===== src/rtl/vesa_timing_gen_prog_if.sv =====
// Configuration bus for the programmable VESA timing generator.
// Carries staged timing, the write strobe and the shadow status flags.
interface vesa_timing_gen_prog_if #(
    parameter int CNT_W = 13
);
    logic [CNT_W-1:0] cfg_h_active;
    logic [CNT_W-1:0] cfg_h_fp;
    logic [CNT_W-1:0] cfg_h_sync;
    logic [CNT_W-1:0] cfg_h_bp;
    logic [CNT_W-1:0] cfg_v_active;
    logic [CNT_W-1:0] cfg_v_fp;
    logic [CNT_W-1:0] cfg_v_sync;
    logic [CNT_W-1:0] cfg_v_bp;
    logic             cfg_hs_pol;
    logic             cfg_vs_pol;
    logic             cfg_wr;
    logic             cfg_pending;
    logic             cfg_applied;
    logic             cfg_err;

    modport master (
        output cfg_h_active, cfg_h_fp, cfg_h_sync, cfg_h_bp,
        output cfg_v_active, cfg_v_fp, cfg_v_sync, cfg_v_bp,
        output cfg_hs_pol, cfg_vs_pol, cfg_wr,
        input  cfg_pending, cfg_applied, cfg_err
    );

    modport slave (
        input  cfg_h_active, cfg_h_fp, cfg_h_sync, cfg_h_bp,
        input  cfg_v_active, cfg_v_fp, cfg_v_sync, cfg_v_bp,
        input  cfg_hs_pol, cfg_vs_pol, cfg_wr,
        output cfg_pending, cfg_applied, cfg_err
    );
endinterface


===== src/rtl/vesa_timing_gen_prog.sv =====
// Runtime-programmable VESA raster timing generator.
// Shadowed timing is applied only on frame boundaries or at start.
module vesa_timing_gen_prog #(
    parameter int CNT_W        = 13,
    parameter int H_ACTIVE_DEF = 3840,
    parameter int H_FP_DEF     = 48,
    parameter int H_SYNC_DEF   = 32,
    parameter int H_BP_DEF     = 80,
    parameter int V_ACTIVE_DEF = 2160,
    parameter int V_FP_DEF     = 3,
    parameter int V_SYNC_DEF   = 8,
    parameter int V_BP_DEF     = 50,
    parameter int HS_POL_DEF   = 0,
    parameter int VS_POL_DEF   = 0
) (
    input  logic                 clk,
    input  logic                 rst_n,
    input  logic                 enable,
    vesa_timing_gen_prog_if.slave cfg,
    output logic                 hsync,
    output logic                 vsync,
    output logic                 de,
    output logic                 frame_valid,
    output logic                 sof,
    output logic                 eol,
    output logic [CNT_W-1:0]     h_count,
    output logic [CNT_W-1:0]     v_count,
    output logic                 running
);
    localparam int TW = CNT_W + 2;
    localparam logic [TW-1:0] MAX_TOTAL = TW'(1) << CNT_W;

    typedef struct packed {
        logic [CNT_W-1:0] h_active;
        logic [CNT_W-1:0] h_fp;
        logic [CNT_W-1:0] h_sync;
        logic [CNT_W-1:0] h_bp;
        logic [CNT_W-1:0] v_active;
        logic [CNT_W-1:0] v_fp;
        logic [CNT_W-1:0] v_sync;
        logic [CNT_W-1:0] v_bp;
        logic             hs_pol;
        logic             vs_pol;
    } timing_t;

    localparam timing_t TIMING_DEF = '{
        h_active: CNT_W'(H_ACTIVE_DEF),
        h_fp:     CNT_W'(H_FP_DEF),
        h_sync:   CNT_W'(H_SYNC_DEF),
        h_bp:     CNT_W'(H_BP_DEF),
        v_active: CNT_W'(V_ACTIVE_DEF),
        v_fp:     CNT_W'(V_FP_DEF),
        v_sync:   CNT_W'(V_SYNC_DEF),
        v_bp:     CNT_W'(V_BP_DEF),
        hs_pol:   1'(HS_POL_DEF),
        vs_pol:   1'(VS_POL_DEF)
    };

    typedef enum logic [1:0] {
        S_IDLE,
        S_RUN,
        S_DRAIN
    } state_t;

    function automatic logic [TW-1:0] sum4(
        input logic [CNT_W-1:0] a,
        input logic [CNT_W-1:0] b,
        input logic [CNT_W-1:0] c,
        input logic [CNT_W-1:0] d
    );
        return TW'(a) + TW'(b) + TW'(c) + TW'(d);
    endfunction

    state_t           state_q, state_d;
    timing_t          live_q, shadow_q, cfg_in;
    logic             pending_q, applied_q, err_q;
    logic [CNT_W-1:0] h_q, v_q;
    logic             start_evt, wrap_evt, load_evt;

    logic [TW-1:0] h_total, v_total;
    logic [TW-1:0] in_h_total, in_v_total;
    logic [TW-1:0] h_ss, h_se, v_ss, v_se;
    logic [TW-1:0] h_ext, v_ext;
    logic          h_last, v_last, frame_end;
    logic          h_win, v_win, v_act, cfg_ok;

    assign cfg_in = '{
        h_active: cfg.cfg_h_active,
        h_fp:     cfg.cfg_h_fp,
        h_sync:   cfg.cfg_h_sync,
        h_bp:     cfg.cfg_h_bp,
        v_active: cfg.cfg_v_active,
        v_fp:     cfg.cfg_v_fp,
        v_sync:   cfg.cfg_v_sync,
        v_bp:     cfg.cfg_v_bp,
        hs_pol:   cfg.cfg_hs_pol,
        vs_pol:   cfg.cfg_vs_pol
    };

    assign h_total = sum4(live_q.h_active, live_q.h_fp,
                          live_q.h_sync, live_q.h_bp);
    assign v_total = sum4(live_q.v_active, live_q.v_fp,
                          live_q.v_sync, live_q.v_bp);
    assign in_h_total = sum4(cfg_in.h_active, cfg_in.h_fp,
                             cfg_in.h_sync, cfg_in.h_bp);
    assign in_v_total = sum4(cfg_in.v_active, cfg_in.v_fp,
                             cfg_in.v_sync, cfg_in.v_bp);

    // Front porch may be zero; every other field must be non-zero.
    assign cfg_ok = (cfg_in.h_active != '0) && (cfg_in.h_sync != '0) &&
                    (cfg_in.h_bp != '0) && (cfg_in.v_active != '0) &&
                    (cfg_in.v_sync != '0) && (cfg_in.v_bp != '0) &&
                    (in_h_total <= MAX_TOTAL) && (in_v_total <= MAX_TOTAL);

    assign h_ext = TW'(h_q);
    assign v_ext = TW'(v_q);
    assign h_ss  = TW'(live_q.h_active) + TW'(live_q.h_fp);
    assign h_se  = h_ss + TW'(live_q.h_sync);
    assign v_ss  = TW'(live_q.v_active) + TW'(live_q.v_fp);
    assign v_se  = v_ss + TW'(live_q.v_sync);

    assign h_last    = (h_ext == h_total - TW'(1));
    assign v_last    = (v_ext == v_total - TW'(1));
    assign frame_end = h_last && v_last;
    assign h_win     = (h_ext >= h_ss) && (h_ext < h_se);
    assign v_win     = (v_ext >= v_ss) && (v_ext < v_se);
    assign v_act     = (v_ext < TW'(live_q.v_active));

    assign h_count = h_q;
    assign v_count = v_q;
    assign cfg.cfg_pending = pending_q;
    assign cfg.cfg_applied = applied_q;
    assign cfg.cfg_err     = err_q;

    // FSM state register.
    always_ff @(posedge clk or negedge rst_n) begin
        if (!rst_n) state_q <= S_IDLE;
        else        state_q <= state_d;
    end

    // FSM next-state: DRAIN finishes the frame unless re-enabled.
    always_comb begin
        state_d = state_q;
        unique case (state_q)
            S_IDLE:  if (enable) state_d = S_RUN;
            S_RUN:   if (!enable) state_d = S_DRAIN;
            S_DRAIN: begin
                if (enable)         state_d = S_RUN;
                else if (frame_end) state_d = S_IDLE;
            end
            default: state_d = S_IDLE;
        endcase
    end

    // FSM outputs: raster activity and shadow-load moments.
    always_comb begin
        running   = (state_q != S_IDLE);
        start_evt = (state_q == S_IDLE) && enable;
        wrap_evt  = running && frame_end;
        load_evt  = start_evt || wrap_evt;
    end

    // Shadow capture and live update; a same-cycle write lands after the copy.
    always_ff @(posedge clk or negedge rst_n) begin
        if (!rst_n) begin
            live_q    <= TIMING_DEF;
            shadow_q  <= TIMING_DEF;
            pending_q <= 1'b0;
            applied_q <= 1'b0;
            err_q     <= 1'b0;
        end else begin
            applied_q <= 1'b0;
            err_q     <= 1'b0;
            if (load_evt && pending_q) begin
                live_q    <= shadow_q;
                applied_q <= 1'b1;
                pending_q <= 1'b0;
            end
            if (cfg.cfg_wr) begin
                if (cfg_ok) begin
                    shadow_q  <= cfg_in;
                    pending_q <= 1'b1;
                end else begin
                    err_q <= 1'b1;
                end
            end
        end
    end

    // Raster counters, held at the origin while idle.
    always_ff @(posedge clk or negedge rst_n) begin
        if (!rst_n) begin
            h_q <= '0;
            v_q <= '0;
        end else if (!running) begin
            h_q <= '0;
            v_q <= '0;
        end else if (h_last) begin
            h_q <= '0;
            v_q <= v_last ? '0 : v_q + 1'b1;
        end else begin
            h_q <= h_q + 1'b1;
        end
    end

    // Registered timing outputs decoded from the current counter value.
    always_ff @(posedge clk or negedge rst_n) begin
        if (!rst_n) begin
            hsync       <= ~TIMING_DEF.hs_pol;
            vsync       <= ~TIMING_DEF.vs_pol;
            de          <= 1'b0;
            frame_valid <= 1'b0;
            sof         <= 1'b0;
            eol         <= 1'b0;
        end else if (!running) begin
            hsync       <= ~live_q.hs_pol;
            vsync       <= ~live_q.vs_pol;
            de          <= 1'b0;
            frame_valid <= 1'b0;
            sof         <= 1'b0;
            eol         <= 1'b0;
        end else begin
            hsync       <= live_q.hs_pol ? h_win : ~h_win;
            vsync       <= live_q.vs_pol ? v_win : ~v_win;
            de          <= v_act && (h_ext < TW'(live_q.h_active));
            frame_valid <= v_act;
            sof         <= (h_q == '0) && (v_q == '0);
            eol         <= h_last;
        end
    end
endmodule


===== src/flat_wrapper.sv =====
// flat-port wrapper written by rule: the top's interface ports become plain ports
module vesa_timing_gen_prog_flat 
#(
    parameter int CNT_W        = 13,
    parameter int H_ACTIVE_DEF = 3840,
    parameter int H_FP_DEF     = 48,
    parameter int H_SYNC_DEF   = 32,
    parameter int H_BP_DEF     = 80,
    parameter int V_ACTIVE_DEF = 2160,
    parameter int V_FP_DEF     = 3,
    parameter int V_SYNC_DEF   = 8,
    parameter int V_BP_DEF     = 50,
    parameter int HS_POL_DEF   = 0,
    parameter int VS_POL_DEF   = 0
)
  (clk, rst_n, enable, hsync, vsync, de, frame_valid, sof, eol, h_count, v_count, running, cfg_cfg_h_active, cfg_cfg_h_fp, cfg_cfg_h_sync, cfg_cfg_h_bp, cfg_cfg_v_active, cfg_cfg_v_fp, cfg_cfg_v_sync, cfg_cfg_v_bp, cfg_cfg_hs_pol, cfg_cfg_vs_pol, cfg_cfg_wr, cfg_cfg_pending, cfg_cfg_applied, cfg_cfg_err);
  vesa_timing_gen_prog_if #(.CNT_W(CNT_W)) cfg_i ();
  input  logic clk;
  input  logic rst_n;
  input  logic enable;
  output logic hsync;
  output logic vsync;
  output logic de;
  output logic frame_valid;
  output logic sof;
  output logic eol;
  output logic [CNT_W-1:0] h_count;
  output logic [CNT_W-1:0] v_count;
  output logic running;
  input wire logic [$bits(cfg_i.cfg_h_active)-1:0] cfg_cfg_h_active;
  input wire logic [$bits(cfg_i.cfg_h_fp)-1:0] cfg_cfg_h_fp;
  input wire logic [$bits(cfg_i.cfg_h_sync)-1:0] cfg_cfg_h_sync;
  input wire logic [$bits(cfg_i.cfg_h_bp)-1:0] cfg_cfg_h_bp;
  input wire logic [$bits(cfg_i.cfg_v_active)-1:0] cfg_cfg_v_active;
  input wire logic [$bits(cfg_i.cfg_v_fp)-1:0] cfg_cfg_v_fp;
  input wire logic [$bits(cfg_i.cfg_v_sync)-1:0] cfg_cfg_v_sync;
  input wire logic [$bits(cfg_i.cfg_v_bp)-1:0] cfg_cfg_v_bp;
  input wire logic [$bits(cfg_i.cfg_hs_pol)-1:0] cfg_cfg_hs_pol;
  input wire logic [$bits(cfg_i.cfg_vs_pol)-1:0] cfg_cfg_vs_pol;
  input wire logic [$bits(cfg_i.cfg_wr)-1:0] cfg_cfg_wr;
  output wire logic [$bits(cfg_i.cfg_pending)-1:0] cfg_cfg_pending;
  output wire logic [$bits(cfg_i.cfg_applied)-1:0] cfg_cfg_applied;
  output wire logic [$bits(cfg_i.cfg_err)-1:0] cfg_cfg_err;
  assign cfg_i.cfg_h_active = cfg_cfg_h_active;
  assign cfg_i.cfg_h_fp = cfg_cfg_h_fp;
  assign cfg_i.cfg_h_sync = cfg_cfg_h_sync;
  assign cfg_i.cfg_h_bp = cfg_cfg_h_bp;
  assign cfg_i.cfg_v_active = cfg_cfg_v_active;
  assign cfg_i.cfg_v_fp = cfg_cfg_v_fp;
  assign cfg_i.cfg_v_sync = cfg_cfg_v_sync;
  assign cfg_i.cfg_v_bp = cfg_cfg_v_bp;
  assign cfg_i.cfg_hs_pol = cfg_cfg_hs_pol;
  assign cfg_i.cfg_vs_pol = cfg_cfg_vs_pol;
  assign cfg_i.cfg_wr = cfg_cfg_wr;
  assign cfg_cfg_pending = cfg_i.cfg_pending;
  assign cfg_cfg_applied = cfg_i.cfg_applied;
  assign cfg_cfg_err = cfg_i.cfg_err;
  vesa_timing_gen_prog #(.CNT_W(CNT_W), .H_ACTIVE_DEF(H_ACTIVE_DEF), .H_FP_DEF(H_FP_DEF), .H_SYNC_DEF(H_SYNC_DEF), .H_BP_DEF(H_BP_DEF), .V_ACTIVE_DEF(V_ACTIVE_DEF), .V_FP_DEF(V_FP_DEF), .V_SYNC_DEF(V_SYNC_DEF), .V_BP_DEF(V_BP_DEF), .HS_POL_DEF(HS_POL_DEF), .VS_POL_DEF(VS_POL_DEF)) u_core (.clk(clk), .rst_n(rst_n), .enable(enable), .cfg(cfg_i), .hsync(hsync), .vsync(vsync), .de(de), .frame_valid(frame_valid), .sof(sof), .eol(eol), .h_count(h_count), .v_count(v_count), .running(running));
endmodule

===== config.mk =====
export PLATFORM = sky130hd
export DESIGN_NAME = vesa_timing_gen_prog_flat
export DESIGN_NICKNAME = d
export VERILOG_FILES = /design/src/rtl/vesa_timing_gen_prog_if.sv /design/src/rtl/vesa_timing_gen_prog.sv /design/src/flat_wrapper.sv
export SDC_FILE = /design/constraint.sdc
export NUM_CORES = 1
export LEC_CHECK = 0
export ABC_AREA = 1
export CAP_MARGIN = 10
export CORE_ASPECT_RATIO = 0.7
export CORE_MARGIN = 3
export CORE_UTILIZATION = 60
export DETAILED_ROUTE_END_ITERATION = 10
export PLACE_DENSITY = 0.81
export SLEW_MARGIN = 15
export SYNTH_ARGS = -nofsm -noshare
export SYNTH_HDL_FRONTEND = slang
export SYNTH_SLANG_ARGS = --single-unit
export TNS_END_PERCENT = 10

===== constraint.sdc =====
create_clock -name clk -period 6.23 [get_ports clk]
set_input_delay 1.869 -clock clk [delete_from_list [all_inputs] [get_ports clk]]
set_output_delay 1.869 -clock clk [all_outputs]
set_load 0.005 [all_outputs]

**Yosys cells after proc, flatten, opt, wreduce, memory -nomap -nowiden**

Cells that the tools add are included.

- $add $sub $neg: 16
- $lt $le $gt $ge: 8
- Eq/ne operators: 8
- Multiplexer cells: 24
- Bitwise operators: 4
- Reductions and logical operators: 28

Operators with widths:

| kind | number |
|---|---|
| 15-bit by 13-bit adder with 15-bit output | 8 |
| 13-bit nonzero test | 6 |
| 13-bit two-way mux | 5 |
| 13-bit by 13-bit adder with 14-bit output | 4 |
| 13-bit by 15-bit == test with 1-bit output | 2 |
| 13-bit by 15-bit >= comparator with 1-bit output | 2 |
| 15-bit by 14-bit <= comparator with 1-bit output, second input constant | 2 |
| 13-bit by 15-bit < comparator with 1-bit output | 2 |
| 15-bit by 1-bit subtractor with 15-bit output, second input constant | 2 |
| 13-bit by 1-bit adder with 13-bit output, second input constant | 2 |
| 13-bit zero test | 2 |
| 13-bit < comparator | 2 |
| 1-bit logical AND | 15 |
| 1-bit two-way mux | 14 |
| 2-bit two-way mux | 4 |
| 2-bit one-hot mux with 3 select lines | 1 |
| 2-bit inequality test, second input constant | 2 |
| 1-bit inverter | 4 |
| 3-bit by 2-bit inequality test with 1-bit output, second input constant | 1 |
| 3-bit AND reduction | 1 |
| 2-bit by 1-bit == test with 1-bit output, second input constant | 1 |
| 2-bit == test, second input constant | 1 |
| 2-bit zero test | 1 |
| 2-bit by 1-bit inequality test with 1-bit output, second input constant | 1 |
| 3 further kinds | 3 |

- Bits in registers: 249
- Input bits: 110
- Output and inout bits: 36
- Logic and storage cells: 120

**Depth between registers and ports, before layout**

Gate-level depths: netlist of the first run.

- Depth after elaboration: 12
- Depth in mapped cells: 40
- Mapped depth without buffers: 38

**Worst setup path before layout of the first run**

No wires, ideal clock.

- Path kind: in2reg
- From: input cfg_cfg_h_fp[2]
- To: register u_core.shadow_q[54] (netlist bit)
- Data arrival time: 5.636 ns
- Required time: 6.113 ns
- Setup slack: 0.477 ns
- Stages: 24
- Path through: ha_1 -> a21oi_1 -> nand2_1 -> nand4_1 -> o211ai_1 -> a21o_1 -> a21oi_1 -> o21ai_0 -> xor2_1 -> fa_1 -> inv_1 -> ha_1 -> a21oi_1 -> inv_1 -> a31oi_1 -> nand2_1 -> nor2_1 -> nand4_1 -> a21oi_4 -> nand3_2 -> buf_2 -> buf_2 -> nand2_1 -> nand2_1

- Word-level cells in the longest chain between the ends: 7

RTL lines:

| element | RTL line | source |
|---|---|---|
| from (decl) | flat_wrapper.sv:31 | `input wire logic [$bits(cfg_i.cfg_h_fp)-1:0] cfg_cfg_h_fp;` |
| 13-bit by 13-bit adder with 14-bit output | vesa_timing_gen_prog.sv:71 | `return TW'(a) + TW'(b) + TW'(c) + TW'(d);` |
| 15-bit by 13-bit adder with 15-bit output (2 in series) | vesa_timing_gen_prog.sv:71 |  |
| 15-bit by 14-bit <= comparator with 1-bit output | vesa_timing_gen_prog.sv:113 | `(in_h_total <= MAX_TOTAL) && (in_v_total <= MAX_TOTAL);` |
| 1-bit logical AND | vesa_timing_gen_prog.sv:112 | `(cfg_in.v_sync != '0) && (cfg_in.v_bp != '0) &&` |
| 1-bit logical AND | vesa_timing_gen_prog.sv:113 |  |
| 2-bit AND reduction (no line) | -- |  |
| to (signal assigned) | vesa_timing_gen_prog.sv:181 | `shadow_q <= cfg_in;` |
| to (decl) | vesa_timing_gen_prog.sv:75 | `timing_t live_q, shadow_q, cfg_in;` |

Every way passes these cells.
A chain may end at the register's enable or synchronous reset.

**Final worst setup path of the first run**

- From: input cfg_cfg_h_fp[2]
- To: register u_core.shadow_q[1] (netlist bit)

Same word-level chain as after synthesis.

==> flow_metrics.tcl, run 1 <==
set metrics [dict create \
    die_w_um 225 \
    area_growth_pct 17.5 \
    worstMarginPinSlew_ps 962 \
    synthMostInstantiatedCell "nand2_1" \
    antenna_found_initial 0 \
    via_count 19333 \
    setup_violations 0 \
    skew_ps 25.8 \
    via_per_inst 5.71 \
    numClockSinks 249 \
    combPwrFrac 0.705 \
    start_kind "input pin" \
    synth.largest_area_cell "dfrtp_1" \
    p_sw_uw 7520 \
    crit_fanout 19 \
    status "complete, no violations" \
    syn_area_um2 20100 \
    syn_area_per_cell_um2 7.30 \
    yosys_warnings 0 \
    end_kind "flip-flop" \
    regArea_um2 6280 \
    synth.distinct_cells 47 \
    postRouteAntennaNets 0 \
    cts_buffers 27 \
    synthesis.nets 3113 \
    dp_hpwl_mm 45.6 \
    core_um2 32600 \
    period_share 0.948 \
    drt_iter0_drc 1785 \
    overflow 0 \
    grt_max_degree 101 \
    critPathMaxStageDelay_ps 500 \
    die_h_um 159 \
    max-clock-path-buffers 3 \
    cts_tree "yes" \
    utilization 0.722 \
    synth_top_area_share 0.261 \
    n_antenna_cell 0 \
    synth_flop_cell "dfrtp_1" \
    crit_slowest_cell "fa_1" \
    max-vdd-ir-drop_uv 486 \
    clock-root-buffer "clkbuf_16" \
    synth_edf_count 0 \
    leakagePower_uw 0.0127 \
    path_class "input pin to flip-flop" \
    intPower_uw 7130 \
    final-hold-violation-count 0 \
    async_reset_ff_frac 1.00 \
    die_area_um2 35700 \
    netlist_top_cells_area "dfrtp_1 26%, nand2_1 16%, ha_1 14%" \
    cap_violations 0 \
    synth_commonest_cells "841 x nand2_1, 383 x inv_1, 232 x nand3_1, 218 x ha_1, 209 x dfrtp_1" \
    hold_path.class "flip-flop to flip-flop" \
    clkPwrFrac 0.110 \
    num_rows 55 \
    cp_top_family "compound AO/OA/AOI/OAI gates" \
    synth-seq-cells 249 \
    min_period_ps 5910 \
    worstPathCellList "clkdlybuf4s50_1 > ha_1 > a21oi_1 > nand2_1 > nand4_1 > o211ai_1 > a21o_1 > a21oi_1 > o21ai_0 > xor2_1 > fa_1 > inv_1 > ha_1 > a21oi_1 > inv_1 > a31oi_1 > nand2_1 > nor2_1 > nand4_1 > a21oi_4 > buf_12 > buf_12 > nand4_1 > nand2_1" \
    crit_required_ps 6730 \
    clock_latency_ps 560 \
    pin_count 146 \
    first_pass_iters 6 \
    multi_input_area_um2 12000 \
    path_buf_inv 5 \
    arrival_ps 6400 \
    grt_pass1_vias 18178 \
    drive_above_1_share 0.0733 \
    max_clock_freq_mhz 169 \
    seq_area_frac_synth 0.313 \
    grt_pass1_wl_mm 93.8 \
    io_buffers 145 \
    swShare 0.513 \
    cellPowerDensity_nw_per_um2 621 \
    clkTransAtPathRegs_ps 60 \
    seq_power_share 0.185 \
    p_total_uw 14600 \
    start_util 0.615 \
    h-tree-depth 1 \
    drc 0 \
    slew_viol_final 0 \
    wl_per_cell_um 17.1 \
    track_usage 0.321 \
    routabilityCongestion 0.951 \
    syn-instance-count 2749 \
    timing.slew.headroom 0.359 \
    num-fill-cells 2572 \
    nets 3304 \
    wirelength_mm 57.8 \
]
cell usage in the layout (no fill, tap or decap), types with 5 or more instances in the layout:
cell type / netlist / layout
fa_1: 36 / 36
a31oi_1: 7 / 7
clkbuf_8: 0 / 7
buf_12: 0 / 15
clkbuf_16: 0 / 27
clkinv_2: 0 / 5
clkbuf_1: 56 / 7
o21bai_1: 20 / 19
buf_4: 6 / 88
xnor2_1: 37 / 37
a21oi_1: 133 / 132
xor2_1: 71 / 71
o211ai_1: 7 / 7
dfstp_2: 40 / 40
nand2_1: 841 / 840
nand4_1: 146 / 146
nor3_1: 23 / 21
o21ai_0: 53 / 50
clkdlybuf4s50_1: 0 / 143
inv_1: 383 / 383
nor4_1: 19 / 19
nor2_1: 131 / 129
ha_1: 218 / 218
nand3_1: 232 / 232
o21ai_1: 4 / 7
or2_2: 9 / 9
dfrtp_1: 209 / 208
routing by layer:
layer | track usage | share of wire | wire length [um]
met3 | 0.0455 | 0.091 | 5240
met4 | 0.0494 | 0.015 | 872
met2 | 0.460 | 0.41 | 23500
met1 | 0.522 | 0.49 | 28300
met5 | 0 | 0 | 0
stage by stage:
step           TNS, ps  cell area [um^2]  setup WS [ps]  instances  hold WS [ps]
4_1_cts              0             23500           57.7       3387           467
6_report             0             23600            323       3388           468
2_1_floorplan        0             20100            477       2749           442
5_1_grt          -21.8             23600          -10.2       3388           482
3_5_place_dp    -15060             22600           -184       3337           455
3_3_place_gp     -3000             22600          -60.3       3337           451
flip-flops by register name, indices dropped and copies added (netlist names):
register / cells
u_core.sof: 1
u_core.eol: 1
u_core.h_count: 13
u_core.frame_valid: 1
u_core.cfg.cfg_applied: 1
u_core.state_q: 2
u_core.vsync: 1
u_core.cfg.cfg_err: 1
u_core.v_count: 13
u_core.shadow_q: 106
u_core.de: 1
u_core.hsync: 1
u_core.cfg.cfg_pending: 1
u_core.live_q: 106
worst min-delay path: stages, from the launching register on:
cell and delay [ps]:
dfstp_2 370, nand2_1 50, nand2_1 40
cell type report:
| cell class | instances | share of cell area |
|---|---|---|
| Multi-Input combinational cell | 2028 | 0.509 |
| Tap cell | 427 | 0.0227 |
| Inverter | 386 | 0.0615 |
| Timing Repair Buffer | 248 | 0.102 |
| Clock buffer | 41 | 0.0339 |
| Sequential cell | 249 | 0.267 |
| Clock inverter | 9 | 0.00398 |
path summary, 6_finish.rpt:
| check | startpoint | endpoint | slack (ps) | depth (start not counted) |
|---|---|---|---|---|
| setup reg to reg | u_core.live_q[28]$_DFFE_PN1P_ | u_core.live_q[96]$_DFFE_PN0P_ | 380 | 33 |
| min in group asynchronous | rst_n | u_core.v_count[0]$_DFFE_PN0P_ | 1320 | 1 |
| hold / removal | u_core.live_q[84]$_DFFE_PN1P_ | u_core.live_q[84]$_DFFE_PN1P_ | 470 | 2 |
| hold reg to reg | u_core.live_q[84]$_DFFE_PN1P_ | u_core.live_q[84]$_DFFE_PN1P_ | 470 | 2 |
| max in group asynchronous | rst_n | u_core.live_q[99]$_DFFE_PN0P_ | 3650 | 2 |
| setup / recovery | cfg_cfg_h_fp[2] | u_core.shadow_q[1]$_DFFE_PN0P_ | 320 | 24 |
timing repair:
| item | CTS | global route |
|---|---|---|
| gates resized for setup | 0 | 12 |
| setup endpoints to repair | 0 | 122 |
| hold buffers | 0 | 0 |
| buffers inserted | 0 | 1 |
cells by family (layout without fill, tap and decap cells):
| family | Yosys count | after routing | synth area share |
|---|---|---|---|
| xor+xnor | 108 | 108 | 0.0472 |
| fa+ha+maj | 254 | 254 | 0.172 |
| compound gates | 252 | 252 | 0.0713 |
| buf+inv | 472 | 684 | 0.0915 |
| flops | 249 | 249 | 0.313 |
| simple gates | 1414 | 1414 | 0.305 |
power by group through the flow:
stage | registers, uW | clock network [uW] | logic (uW)
floorplan | 2480 | 0 | 7830
global placement | 2700 | 0 | 9750
detailed placement | 2710 | 0 | 10100
CTS | 2690 | 1620 | 10200
global route | 2770 | 1690 | 11800
finish | 2710 | 1610 | 10300
Power figures use the tool's default switching activity.
==> inputs of run 2 (changes only) <==
--- a/config.mk
+++ b/config.mk
@@ -11,8 +11,9 @@
 export CORE_MARGIN = 3
 export CORE_UTILIZATION = 60
 export DETAILED_ROUTE_END_ITERATION = 10
+export HOLD_SLACK_MARGIN = 0.03
 export PLACE_DENSITY = 0.81
-export SLEW_MARGIN = 15
+export SLEW_MARGIN = 20
 export SYNTH_ARGS = -nofsm -noshare
 export SYNTH_HDL_FRONTEND = slang
 export SYNTH_SLANG_ARGS = --single-unit
==> results of run 2 <==
No change in the layout: final DEF, timing and power equal those of run 1.
==> inputs of run 3 (changes only) <==
--- a/config.mk
+++ b/config.mk
@@ -11,6 +11,7 @@
 export CORE_MARGIN = 3
 export CORE_UTILIZATION = 60
 export DETAILED_ROUTE_END_ITERATION = 10
+export GPL_ROUTABILITY_DRIVEN = 0
 export HOLD_SLACK_MARGIN = 0.03
 export PLACE_DENSITY = 0.81
 export SLEW_MARGIN = 20
==> flow_metrics.tcl, run 3 (same netlist as run 1, synthesis figures left out) <==
set metrics [dict create \
    worstPathCellList "clkdlybuf4s50_1 > ha_1 > fa_1 > nand3_1 > nand2_1 > a21oi_1 > o21ai_0 > a21oi_1 > nor2_1 > nor2_1 > xor2_1 > fa_1 > inv_1 > ha_1 > nand2_1 > nor2_1 > a211oi_1 > o21ai_1 > xor2_1 > a21oi_4 > buf_12 > buf_12 > nand4_1 > nand2_1" \
    grt_max_degree 124 \
    slew_viol_final 0 \
    rsz0062_at_grt "true" \
    dp_hpwl_mm 44.8 \
    clock_latency_ps 570 \
    antenna_found_initial 0 \
    dr_wl_met3_mm 6.03 \
    area_growth_pct 16.9 \
    grt_pass1_vias 18042 \
    start_kind "input pin" \
    io_buffers 145 \
    max_clock_freq_mhz 166 \
    h-tree-depth 1 \
    critPathMaxStageDelay_ps 460 \
    combPwrFrac 0.704 \
    num_rows 55 \
    n_antenna_cell 0 \
    cts_buffers 27 \
    die_h_um 159 \
    cap_violations 0 \
    core_um2 32600 \
    track_usage 0.314 \
    pin_count 146 \
    max-vdd-ir-drop_uv 462 \
    setup_violations 0 \
    final-hold-violation-count 0 \
    reg2reg_depth 34 \
    die_w_um 225 \
    max-clock-path-buffers 3 \
    seq_power_share 0.183 \
    skew_ps 18.0 \
    path_class "input pin to flip-flop" \
    end_kind "flip-flop" \
    status "complete, no violations" \
    via_count 19363 \
    via_per_inst 5.77 \
    clock-root-buffer "clkbuf_16" \
    period_share 0.966 \
    final_cell_mix "840 x nand2_1, 383 x inv_1, 232 x nand3_1" \
    worstMarginPinSlew_ps 982 \
    utilization 0.719 \
    start_util 0.615 \
    top_regs "u_core.live_q (106), u_core.shadow_q (106)" \
    timing.slew.headroom 0.346 \
    cts-hold-fix-buffers 0 \
    die_area_um2 35700 \
    tns_ps 0 \
    nets 3274 \
    wirelength_mm 57.3 \
    postRouteAntennaNets 0 \
    finalNonFillerCells 3358 \
    p_sw_uw 7520 \
    hold_depth 2 \
    cts_tree "yes" \
    numClockSinks 249 \
    leakagePower_uw 0.0126 \
    min_period_ps 6020 \
    hold_path.class "flip-flop to flip-flop" \
    wl_per_cell_um 17.1 \
    drc 0 \
    dpl.cell_count 3305 \
    cellPowerDensity_nw_per_um2 624 \
    drt_iter0_drc 2092 \
    first_pass_iters 8 \
    intPower_uw 7100 \
    clkTransAtPathRegs_ps 60 \
    clkPwrFrac 0.113 \
    final_common_cell "nand2_1" \
    drt-met1-wl_mm 26.5 \
    drive_above_1_share 0.0648 \
    arrival_ps 6500 \
    crit_fanout 14 \
    crit_required_ps 6710 \
    swShare 0.514 \
    met2_length_mm 23.7 \
    grt_pass1_wl_mm 92.4 \
    routed.top_layer "met4" \
    overflow 0 \
    crit_slowest_cell "clkdlybuf4s50_1" \
    reg2reg_setup_slack_ps 340 \
]
[run 3: changes by cell type in the layout (fill, tap and decap cells not counted), moves of 2 or more]
cell	before	now
clkbuf_16	27	29
bufinv_16	1	3
ha_1	218	216
clkinvlp_4	1	3
nor2_2	2	0
ha_4	0	2
buf_4	88	55
clkbuf_8	7	3
[run 3: metrics by stage]
| stage | hold slack (ps) | setup WS, ps | total power, uW | instance area [um^2] |
|---|---|---|---|---|
| after floorplan | 442 | 477 | 10300 | 20100 |
| after global placement | 450 | -50.1 | 12200 | 22400 |
| after detailed placement | 457 | -222 | 12600 | 22400 |
| after CTS | 468 | 2.41 | 14400 | 23300 |
| after global routing | 480 | -50.8 | 16100 | 23500 |
| final | 467 | 214 | 14600 | 23500 |
[run 3: worst paths after layout]
check | from | end
min in group asynchronous | rst_n | u_core.v_count[0]$_DFFE_PN0P_
min | u_core.live_q[58]$_DFFE_PN1P_ | u_core.live_q[58]$_DFFE_PN1P_
min reg2reg | u_core.live_q[58]$_DFFE_PN1P_ | u_core.live_q[58]$_DFFE_PN1P_
max reg2reg | u_core.live_q[28]$_DFFE_PN1P_ | u_core.live_q[11]$_DFFE_PN0P_
max | cfg_cfg_h_fp[0] | u_core.shadow_q[35]$_DFFE_PN0P_
max in group asynchronous | rst_n | u_core.shadow_q[58]$_DFFE_PN1P_
[run 3: repair_timing]
action / CTS / global route
setup endpoints to repair: 0 / 227
setup buffers: 0 / 1
gates resized for setup: 0 / 16
[run 3: final cells by class]
type | count | area [um^2]
well taps | 427 | 534
inverters | 386 | 1450
repair buffers | 218 | 2230
multi-input cells | 2028 | 12000
clock inverters | 14 | 174
flip-flops and latches | 249 | 6280
fillers | 2499 | 9170
clock buffers | 36 | 739
[run 3: power by group through the flow]
| stage | registers, uW | logic, uW | clock network [uW] |
|---|---|---|---|
| floorplan | 2480 | 7830 | 0 |
| global placement | 2660 | 9550 | 0 |
| detailed placement | 2670 | 9980 | 0 |
| CTS | 2650 | 10100 | 1670 |
| global route | 2720 | 11700 | 1730 |
| finish | 2680 | 10300 | 1660 |
[run 3: metal layers]
| metal | global-route usage | vias up |
|---|---|---|
| li1 | - | 9317 |
| met1 | 0.509 | 8980 |
| met2 | 0.449 | 968 |
| met3 | 0.0426 | 98 |
| met4 | 0.0592 | 0 |
| met5 | 0 | - |
[run 3: worst max-delay path, delay by kind of cell]
| family | cells | cell delay [ps] |
|---|---|---|
| simple gates | 8 | 860 |
| fa+ha+maj | 4 | 1340 |
| buf+inv | 4 | 840 |
| compound gates | 6 | 1190 |
| xor+xnor | 2 | 380 |
